$ cat config.mk
export PLATFORM = sky130hd
export DESIGN_NAME = mipi_link_seq_flat
export DESIGN_NICKNAME = d
export VERILOG_FILES = /design/src/rtl/mipi_link_seq_if.sv /design/src/rtl/mipi_link_seq.sv /design/src/flat_wrapper.sv
export SDC_FILE = /design/constraint.sdc
export NUM_CORES = 1
export LEC_CHECK = 0
export ABC_AREA = 1
export CAP_MARGIN = 30
export CORE_MARGIN = 2
export CORE_UTILIZATION = 40
export CTS_BUF_LIST = sky130_fd_sc_hd__clkbuf_8
export DETAILED_ROUTE_END_ITERATION = 6
export GPL_TIMING_DRIVEN = 1
export SYNTH_ARGS = -nofsm -noshare
export SYNTH_HDL_FRONTEND = slang
export SYNTH_SLANG_ARGS = --single-unit
$ cat constraint.sdc
create_clock -name sys_clk -period 2.75 [get_ports sys_clk]
set_input_delay 0.55 -clock sys_clk [delete_from_list [all_inputs] [get_ports sys_clk]]
set_output_delay 0.55 -clock sys_clk [all_outputs]
set_load 0.01 [all_outputs]
$ cat src/rtl/mipi_link_seq_if.sv
// Signal bundle between the MIPI link sequencer and the Rx/Tx PHY and controller pair.
// master = Rx/Tx side driving status and requests, slave = the sequencer.
interface mipi_link_seq_if;
   logic        rx_vsync;
   logic        rx_err;
   logic        retry_req;
   logic        rx_dphy_rstn;
   logic        rx_rstn;
   logic        tx_dphy_rstn;
   logic        tx_rstn;
   logic        rx_clear;
   logic        link_up;
   logic        link_fail;
   logic [3:0]  retry_cnt;
   logic [15:0] frame_cnt;
   logic [2:0]  state;
   logic [3:0]  tx_ulps_enter;
   logic [3:0]  tx_ulps_exit;

   modport master (
      output rx_vsync, rx_err, retry_req,
      input  rx_dphy_rstn, rx_rstn, tx_dphy_rstn, tx_rstn, rx_clear, link_up, link_fail,
             retry_cnt, frame_cnt, state, tx_ulps_enter, tx_ulps_exit
   );

   modport slave (
      input  rx_vsync, rx_err, retry_req,
      output rx_dphy_rstn, rx_rstn, tx_dphy_rstn, tx_rstn, rx_clear, link_up, link_fail,
             retry_cnt, frame_cnt, state, tx_ulps_enter, tx_ulps_exit
   );
endinterface

$ cat src/rtl/mipi_link_seq.sv
// MIPI link bring-up/recovery sequencer: orders Tx/Rx PHY and controller resets, watches
// Rx frame starts, retries on faults. Define MIPI_LINK_SEQ_ULPS_EN for Tx ULPS on failure.
//
// state     | meaning
// RST_HOLD  | all four resets low for RST_CYCLES
// TX_UP     | Tx D-PHY released, Tx controller held 16 cycles
// RX_UP     | Tx controller and Rx D-PHY released, Rx controller held 16 cycles
// WAIT_SOF  | all released, waiting for the first frame start
// LINK      | frames arriving inside the watchdog window
// RECOVER   | Rx side in reset with rx_clear asserted for CLEAR_CYCLES
// FAIL      | retries exhausted, Rx side held in reset
// ULPS_EXIT | Tx lanes leaving ULPS for 16 cycles before full restart
module mipi_link_seq #(
   parameter int unsigned RST_CYCLES   = 1024,
   parameter int unsigned CLEAR_CYCLES = 16,
   parameter int unsigned WDT_CYCLES   = 4000000,
   parameter int unsigned MAX_RETRY    = 3
) (
   input  logic           sys_clk,
   input  logic           i_arstn,
   mipi_link_seq_if.slave bus
);
   typedef enum logic [2:0] {
      RST_HOLD  = 3'd0,
      TX_UP     = 3'd1,
      RX_UP     = 3'd2,
      WAIT_SOF  = 3'd3,
      LINK      = 3'd4,
      RECOVER   = 3'd5,
      FAIL      = 3'd6,
      ULPS_EXIT = 3'd7
   } state_t;

   localparam int unsigned TMR_MAX = (RST_CYCLES > CLEAR_CYCLES) ?
                                     ((RST_CYCLES > 16) ? RST_CYCLES : 16) :
                                     ((CLEAR_CYCLES > 16) ? CLEAR_CYCLES : 16);
   localparam int TMR_W = $clog2(TMR_MAX + 1);
   localparam int WDT_W = $clog2(WDT_CYCLES + 1);
   localparam logic [TMR_W-1:0] RST_LOAD   = TMR_W'(RST_CYCLES - 1);
   localparam logic [TMR_W-1:0] CLEAR_LOAD = TMR_W'(CLEAR_CYCLES - 1);
   localparam logic [TMR_W-1:0] STEP_LOAD  = TMR_W'(15);
   localparam logic [TMR_W-1:0] TMR_ONE    = TMR_W'(1);
   localparam logic [WDT_W-1:0] WDT_LOAD   = WDT_W'(WDT_CYCLES - 1);
   localparam logic [WDT_W-1:0] WDT_ONE    = WDT_W'(1);
   localparam logic [3:0]       RETRY_MAX  = 4'(MAX_RETRY);

   logic [1:0]       rst_sync;
   logic             rst_n;
   logic [1:0]       vsync_sync;
   logic [1:0]       err_sync;
   logic             vsync_d;
   logic             sof;
   logic             err;
   logic             fault;
   logic             hold_req;

   state_t           state_q;
   logic [TMR_W-1:0] tmr;
   logic [WDT_W-1:0] wdt;
   logic [5:0]       sof_run;
   logic             rx_dphy_rstn_q;
   logic             rx_rstn_q;
   logic             tx_dphy_rstn_q;
   logic             tx_rstn_q;
   logic             rx_clear_q;
   logic             link_up_q;
   logic             link_fail_q;
   logic [3:0]       retry_q;
   logic [15:0]      frame_q;

   // Assertion is immediate, release waits two sys_clk edges.
   always_ff @(posedge sys_clk or negedge i_arstn) begin
      if (!i_arstn) rst_sync <= 2'b00;
      else          rst_sync <= {rst_sync[0], 1'b1};
   end
   assign rst_n = rst_sync[1];

   always_ff @(posedge sys_clk or negedge rst_n) begin
      if (!rst_n) begin
         vsync_sync <= 2'b00;
         err_sync   <= 2'b00;
         vsync_d    <= 1'b0;
      end else begin
         vsync_sync <= {vsync_sync[0], bus.rx_vsync};
         err_sync   <= {err_sync[0], bus.rx_err};
         vsync_d    <= vsync_sync[1];
      end
   end

   assign sof   = vsync_sync[1] & ~vsync_d;
   assign err   = err_sync[1];
   // A frame start in the expiry cycle still counts; an Rx error always wins.
   assign fault = err | ((wdt == '0) & ~sof);

   always_comb begin
      hold_req = 1'b0;
      case (state_q)
         LINK:      hold_req = bus.retry_req;
`ifdef MIPI_LINK_SEQ_ULPS_EN
         ULPS_EXIT: hold_req = (tmr == '0);
`else
         FAIL:      hold_req = bus.retry_req;
         ULPS_EXIT: hold_req = 1'b1;
`endif
         default:   hold_req = 1'b0;
      endcase
   end

`ifdef MIPI_LINK_SEQ_ULPS_EN
   logic [3:0] ulps_enter_q;
   logic [3:0] ulps_exit_q;
`endif

   always_ff @(posedge sys_clk or negedge rst_n) begin
      if (!rst_n) begin
         state_q        <= RST_HOLD;
         tmr            <= RST_LOAD;
         wdt            <= WDT_LOAD;
         sof_run        <= '0;
         rx_dphy_rstn_q <= 1'b0;
         rx_rstn_q      <= 1'b0;
         tx_dphy_rstn_q <= 1'b0;
         tx_rstn_q      <= 1'b0;
         rx_clear_q     <= 1'b0;
         link_up_q      <= 1'b0;
         link_fail_q    <= 1'b0;
         retry_q        <= '0;
         frame_q        <= '0;
`ifdef MIPI_LINK_SEQ_ULPS_EN
         ulps_enter_q   <= '0;
         ulps_exit_q    <= '0;
`endif
      end else if (hold_req) begin
         state_q        <= RST_HOLD;
         tmr            <= RST_LOAD;
         wdt            <= WDT_LOAD;
         sof_run        <= '0;
         rx_dphy_rstn_q <= 1'b0;
         rx_rstn_q      <= 1'b0;
         tx_dphy_rstn_q <= 1'b0;
         tx_rstn_q      <= 1'b0;
         rx_clear_q     <= 1'b0;
         link_up_q      <= 1'b0;
         link_fail_q    <= 1'b0;
         retry_q        <= '0;
         frame_q        <= '0;
`ifdef MIPI_LINK_SEQ_ULPS_EN
         ulps_enter_q   <= '0;
         ulps_exit_q    <= '0;
`endif
      end else begin
         case (state_q)
            RST_HOLD: begin
               if (tmr == '0) begin
                  state_q        <= TX_UP;
                  tx_dphy_rstn_q <= 1'b1;
                  tmr            <= STEP_LOAD;
               end else tmr <= tmr - TMR_ONE;
            end
            TX_UP: begin
               if (tmr == '0) begin
                  state_q        <= RX_UP;
                  tx_rstn_q      <= 1'b1;
                  rx_dphy_rstn_q <= 1'b1;
                  tmr            <= STEP_LOAD;
               end else tmr <= tmr - TMR_ONE;
            end
            RX_UP: begin
               if (tmr == '0) begin
                  state_q   <= WAIT_SOF;
                  rx_rstn_q <= 1'b1;
                  wdt       <= WDT_LOAD;
               end else tmr <= tmr - TMR_ONE;
            end
            WAIT_SOF, LINK: begin
               if (fault) begin
                  link_up_q      <= 1'b0;
                  rx_dphy_rstn_q <= 1'b0;
                  rx_rstn_q      <= 1'b0;
                  if (retry_q == RETRY_MAX) begin
                     state_q     <= FAIL;
                     link_fail_q <= 1'b1;
`ifdef MIPI_LINK_SEQ_ULPS_EN
                     ulps_enter_q <= 4'hF;
`endif
                  end else begin
                     state_q    <= RECOVER;
                     retry_q    <= retry_q + 4'd1;
                     rx_clear_q <= 1'b1;
                     tmr        <= CLEAR_LOAD;
                  end
               end else if (sof) begin
                  state_q   <= LINK;
                  link_up_q <= 1'b1;
                  frame_q   <= frame_q + 16'd1;
                  wdt       <= WDT_LOAD;
                  // Only frames that arrive while already in LINK count toward the clean run.
                  if (state_q == WAIT_SOF) sof_run <= '0;
                  else if (sof_run == 6'd63) begin
                     sof_run <= '0;
                     retry_q <= '0;
                  end else sof_run <= sof_run + 6'd1;
               end else wdt <= wdt - WDT_ONE;
            end
            RECOVER: begin
               if (tmr == '0) begin
                  state_q        <= RX_UP;
                  rx_clear_q     <= 1'b0;
                  rx_dphy_rstn_q <= 1'b1;
                  tmr            <= STEP_LOAD;
               end else tmr <= tmr - TMR_ONE;
            end
            FAIL: begin
`ifdef MIPI_LINK_SEQ_ULPS_EN
               if (bus.retry_req) begin
                  state_q      <= ULPS_EXIT;
                  link_fail_q  <= 1'b0;
                  ulps_enter_q <= '0;
                  ulps_exit_q  <= 4'hF;
                  tmr          <= STEP_LOAD;
               end
`endif
            end
            ULPS_EXIT: tmr <= tmr - TMR_ONE;
            default:   state_q <= RST_HOLD;
         endcase
      end
   end

   assign bus.rx_dphy_rstn = rx_dphy_rstn_q;
   assign bus.rx_rstn      = rx_rstn_q;
   assign bus.tx_dphy_rstn = tx_dphy_rstn_q;
   assign bus.tx_rstn      = tx_rstn_q;
   assign bus.rx_clear     = rx_clear_q;
   assign bus.link_up      = link_up_q;
   assign bus.link_fail    = link_fail_q;
   assign bus.retry_cnt    = retry_q;
   assign bus.frame_cnt    = frame_q;
   assign bus.state        = state_q;
`ifdef MIPI_LINK_SEQ_ULPS_EN
   assign bus.tx_ulps_enter = ulps_enter_q;
   assign bus.tx_ulps_exit  = ulps_exit_q;
`else
   assign bus.tx_ulps_enter = 4'h0;
   assign bus.tx_ulps_exit  = 4'h0;
`endif
endmodule

$ cat src/flat_wrapper.sv
// flat-port wrapper written by rule: the top's interface ports become plain ports
module mipi_link_seq_flat 
#(
   parameter int unsigned RST_CYCLES   = 1024,
   parameter int unsigned CLEAR_CYCLES = 16,
   parameter int unsigned WDT_CYCLES   = 4000000,
   parameter int unsigned MAX_RETRY    = 3
)
  (sys_clk, i_arstn, bus_rx_vsync, bus_rx_err, bus_retry_req, bus_rx_dphy_rstn, bus_rx_rstn, bus_tx_dphy_rstn, bus_tx_rstn, bus_rx_clear, bus_link_up, bus_link_fail, bus_retry_cnt, bus_frame_cnt, bus_state, bus_tx_ulps_enter, bus_tx_ulps_exit);
  mipi_link_seq_if bus_i ();
  input  logic sys_clk;
  input  logic i_arstn;
  input wire logic [$bits(bus_i.rx_vsync)-1:0] bus_rx_vsync;
  input wire logic [$bits(bus_i.rx_err)-1:0] bus_rx_err;
  input wire logic [$bits(bus_i.retry_req)-1:0] bus_retry_req;
  output wire logic [$bits(bus_i.rx_dphy_rstn)-1:0] bus_rx_dphy_rstn;
  output wire logic [$bits(bus_i.rx_rstn)-1:0] bus_rx_rstn;
  output wire logic [$bits(bus_i.tx_dphy_rstn)-1:0] bus_tx_dphy_rstn;
  output wire logic [$bits(bus_i.tx_rstn)-1:0] bus_tx_rstn;
  output wire logic [$bits(bus_i.rx_clear)-1:0] bus_rx_clear;
  output wire logic [$bits(bus_i.link_up)-1:0] bus_link_up;
  output wire logic [$bits(bus_i.link_fail)-1:0] bus_link_fail;
  output wire logic [$bits(bus_i.retry_cnt)-1:0] bus_retry_cnt;
  output wire logic [$bits(bus_i.frame_cnt)-1:0] bus_frame_cnt;
  output wire logic [$bits(bus_i.state)-1:0] bus_state;
  output wire logic [$bits(bus_i.tx_ulps_enter)-1:0] bus_tx_ulps_enter;
  output wire logic [$bits(bus_i.tx_ulps_exit)-1:0] bus_tx_ulps_exit;
  assign bus_i.rx_vsync = bus_rx_vsync;
  assign bus_i.rx_err = bus_rx_err;
  assign bus_i.retry_req = bus_retry_req;
  assign bus_rx_dphy_rstn = bus_i.rx_dphy_rstn;
  assign bus_rx_rstn = bus_i.rx_rstn;
  assign bus_tx_dphy_rstn = bus_i.tx_dphy_rstn;
  assign bus_tx_rstn = bus_i.tx_rstn;
  assign bus_rx_clear = bus_i.rx_clear;
  assign bus_link_up = bus_i.link_up;
  assign bus_link_fail = bus_i.link_fail;
  assign bus_retry_cnt = bus_i.retry_cnt;
  assign bus_frame_cnt = bus_i.frame_cnt;
  assign bus_state = bus_i.state;
  assign bus_tx_ulps_enter = bus_i.tx_ulps_enter;
  assign bus_tx_ulps_exit = bus_i.tx_ulps_exit;
  mipi_link_seq #(.RST_CYCLES(RST_CYCLES), .CLEAR_CYCLES(CLEAR_CYCLES), .WDT_CYCLES(WDT_CYCLES), .MAX_RETRY(MAX_RETRY)) u_core (.sys_clk(sys_clk), .i_arstn(i_arstn), .bus(bus_i));
endmodule
==> run_results.csv <==
group,metric,value,unit
run_status,status,"completed",
final_layout,stdcell_area,5483,µm²
pwr,leakage,0.002441,µW
synthesis,ys_warn_count,0,
final_layout,fin_nets,703,
global_routing,antenna_found_initial,0,
synthesis,synth.ff_latch_count,76,
clock_network,cts_tree,"yes",
floorplan,io_pins,43,
job,maxCapViolCount,0,
global_routing,grt-ovfl-total,0,
sta,fmax,448.4,MHz
clock_network,cts-htree-levels,3,
synthesis,yosys.cell_types.count,42,
setup_path,cpLargestDelayFamily,"simple AND/OR/NAND/NOR gates",
setup_path,crit_path_frequent_cell,"nand2_1",
place,dp_hpwl,8.526,mm
route,vias,4350,
route,final_antenna_net_count,0,
setup_path,path_depth,9,
clock_network,clk_path_buf_depth,2,
clock_network,numCtsBuffers,9,
clock_network,worstSkewPairLatency,0.36,ns
setup_path,r2r_slack,0.52,ns
setup_path,crit_fanout,16,
setup_path,worstPathRequired,3.04,ns
route,routed_wl,11.85,mm
setup_path,slowest_delay,0.59,ns
sta,min_period,2.230,ns
setup_path,reg2reg_depth,9,
sta,setup_viol,0,
min_path,min_path_type,"flop to async pin",
sta,drv_slew,0,
setup_path,end_kind,"flop",
global_routing,grt_pass1_vias,4415,
pwr,power.density,360.1,nW/µm²
floorplan,die_h,114.5,µm
setup_path,arrival,2.52,ns
global_routing,grt_pass1_wl,20.90,mm
synthesis,synth_top_area_cell,"dfrtp_1",
clock_network,cts.sinks,76,
route,remaining_drc_errors,0,
place,gp_congestion,0.9120,
global_routing,grtUsageTotal,0.1989,
final_layout,fillers,1203,
sta,worstMarginPinSlew,0.6824,ns
clock_network,postCtsSetupRepairBufs,0,
final_layout,area_growth,12.24,%
floorplan,die_w,114.5,µm
setup_path,critPathLaunchType,"flop",
final_layout,antenna_cells,0,
route,dr.pass1.iters,4,
place,pre_cts_slack,0.1942,ns
place,portBuffers,34,
sta,final.setup_skew,0.01570,ns
setup_path,cp_num_buf_inv,2,
synthesis,ys_seq_area_frac,0.3955,
synthesis,syn_inst,659,
sta,period_share,0.8109,
sta,finalHoldViolCount,0,
final_layout,multi_input_area,2515,µm²
setup_path,cp_cell_sequence,"ha_1 -> nor3b_1 -> inv_1 -> nand2_1 -> nand2_1 -> nand2_2 -> inv_1 -> nand2_1 -> nand2_1",
synthesis,syn_area,4885,µm²
sta,layout_setup_ws,0.5200,ns
synthesis,avgSynthCellArea,7.412,µm²
floorplan,initial_core_util,0.4084,
clock_network,path_clk_slew,0.08,ns
route,drt_iter0_markers,269,
global_routing,grt_max_degree,57,
synthesis,synth_top_area_share,0.2664,
route,avgViaCountPerCell,5.154,
synthesis,synth_ff_type,"dfrtp_1",
route,drt-wirelength-per-cell,14.04,µm
setup_path,cp_slowest_cell,"nor3b_1",
final_layout,drive_gt1_frac,0.1377,
setup_path,critical_path_class,"flop to flop",
floorplan,rows,40,
synthesis,synthArstFlopShare,1.000,
final_layout,seq_area,1933,µm²
clock_network,root_buffer,"clkbuf_8",
floorplan,die_area,13110,µm²
pwr,irDropWorstVdd,0.3347,mV
synthesis,synthTopCellsByArea,"dfrtp_1, nand2_1, dfstp_2, nor2_1, nand3_1",
place,placed_area,5304,µm²
clock_network,hold_buffers,0,
setup_path,rr_endpoint,"u_core.tmr[5]$_DFFE_PN1P_",
sta,fin_setup_tns,0,ns
sta,slew_headroom,0.5441,
setup_path,r2r_start,"u_core.bus.retry_cnt[0]$_DFFE_PN0P_",
sta,rsz0062_at_grt,"false",
floorplan,core-area,11960,µm²
synthesis,synth_edf_count,0,
clock_network,ctsResizeCount,0,
flip-flops by register name (all words and copies together), names as in the netlist, 2 cells and up:
signal and flops:
u_core.sof_run 6, u_core.wdt 22, u_core.rst_sync 2, u_core.err_sync 2
u_core.bus.frame_cnt 16, u_core.tmr 11, u_core.vsync_sync 2, u_core.bus.state 3
u_core.bus.retry_cnt 4
synth_stat cells, types with 5 or more instances:
library cell  instances
nand3_1              63
xor2_1               19
nor3_1               20
o21ai_0              27
buf_4                 9
dfstp_2              24
nand2_4               8
nor2_1               85
ha_1                  6
o21ai_2              15
nand4_1              12
nand2_2               8
o21ai_1               5
a21oi_1              18
inv_1                61
nand2_1             170
dfrtp_1              52
buf_2                 7
buf_6                 5
how the worst max path moves through the flow:
stage | to | start | slack (ns)
3_5_place_dp | u_core.sof_run[5]$_DFFE_PN0P_ | bus_retry_req | 0.19
5_1_grt | u_core.sof_run[5]$_DFFE_PN0P_ | u_core.bus.state[0]$_DFFE_PN0P_ | 0.29
4_1_cts | u_core.sof_run[5]$_DFFE_PN0P_ | u_core.bus.state[0]$_DFFE_PN0P_ | 0.52
6_report | u_core.tmr[5]$_DFFE_PN1P_ | u_core.bus.retry_cnt[0]$_DFFE_PN0P_ | 0.52
2_1_floorplan | u_core.bus.frame_cnt[0]$_DFFE_PN0P_ | u_core.rst_sync[1]$_DFF_PN0_ | 0.52
3_3_place_gp | u_core.sof_run[5]$_DFFE_PN0P_ | bus_retry_req | 0.30
layout by cell type, fill, tap and decap left out, drive strengths merged:
cell / netlist / final
inv: 67 / 68
nand4: 12 / 12
conb: 2 / 9
a21oi: 18 / 18
nor2: 93 / 93
a22oi: 2 / 2
ha: 6 / 6
xnor2: 3 / 3
clkdlybuf4s50: 0 / 34
nand3b: 3 / 3
o31ai: 1 / 1
a22o: 1 / 1
and3: 1 / 1
xor2: 19 / 19
nor4: 3 / 3
nand2: 187 / 187
clkinv: 2 / 6
dfrtp: 52 / 52
dfstp: 24 / 24
a31oi: 1 / 1
o21ai: 47 / 47
nor3: 20 / 20
nor3b: 2 / 2
buf: 22 / 6
o211ai: 2 / 2
clkbuf: 3 / 11
nand3: 66 / 66
worst register-to-register path, stage by stage, from the launching register on:
cell     delay (ns)
dfrtp_1        0.43
ha_1           0.22
nor3b_1        0.59
inv_1          0.16
nand2_1        0.10
nand2_1        0.07
nand2_2        0.27
inv_1          0.18
nand2_1        0.11
nand2_1        0.06
metal layers:
metal / wire length [µm] / vias to the layer above / global-route usage
met4: 180 / 0 / 0.07480
met1: 5418 / 2085 / 0.2586
li1: - / 2164 / -
met5: 0 / - / 0
met3: 473 / 17 / 0.02912
met2: 5776 / 84 / 0.3353
where the power goes:
part	switching (µW)	total, µW	leakage, µW	internal (µW)
combinational	39.1	53.5	0.00142	14.3
sequential	6.91	1130	0.000923	1120
clock	420	790	0.000100	371
total	466	1970	0.00244	1510
cell families after synthesis:
| logic type | share of synthesized area |
|---|---|
| other | 0.001537 |
| adder cells (fa/ha/maj) | 0.01537 |
| buffers and inverters | 0.09503 |
| AND/OR/NAND/NOR | 0.3642 |
| flip-flops | 0.3955 |
| XOR/XNOR | 0.03945 |
| AO/OA/AOI/OAI | 0.08888 |
final cells by class:
cell class,count,area share
multi-input cells,496,0.4587
flip-flops and latches,76,0.3526
repair buffers,40,0.07257
inverters,69,0.04998
well taps,147,0.03355
clock buffers,11,0.02761
clock inverters,5,0.005021
per-stage QoR:
step	hold slack [ns]	std cells	utilization	power (µW)
CTS	0.2272	844	0.4584	2006
finish	0.2097	844	0.4584	1975
global placement	0.2172	828	0.4434	1206
global route	0.2448	844	0.4584	2059
floorplan	0.2544	666	-	1191
detailed placement	0.2213	828	0.4434	1207
(Power assumes the default switching activity.)
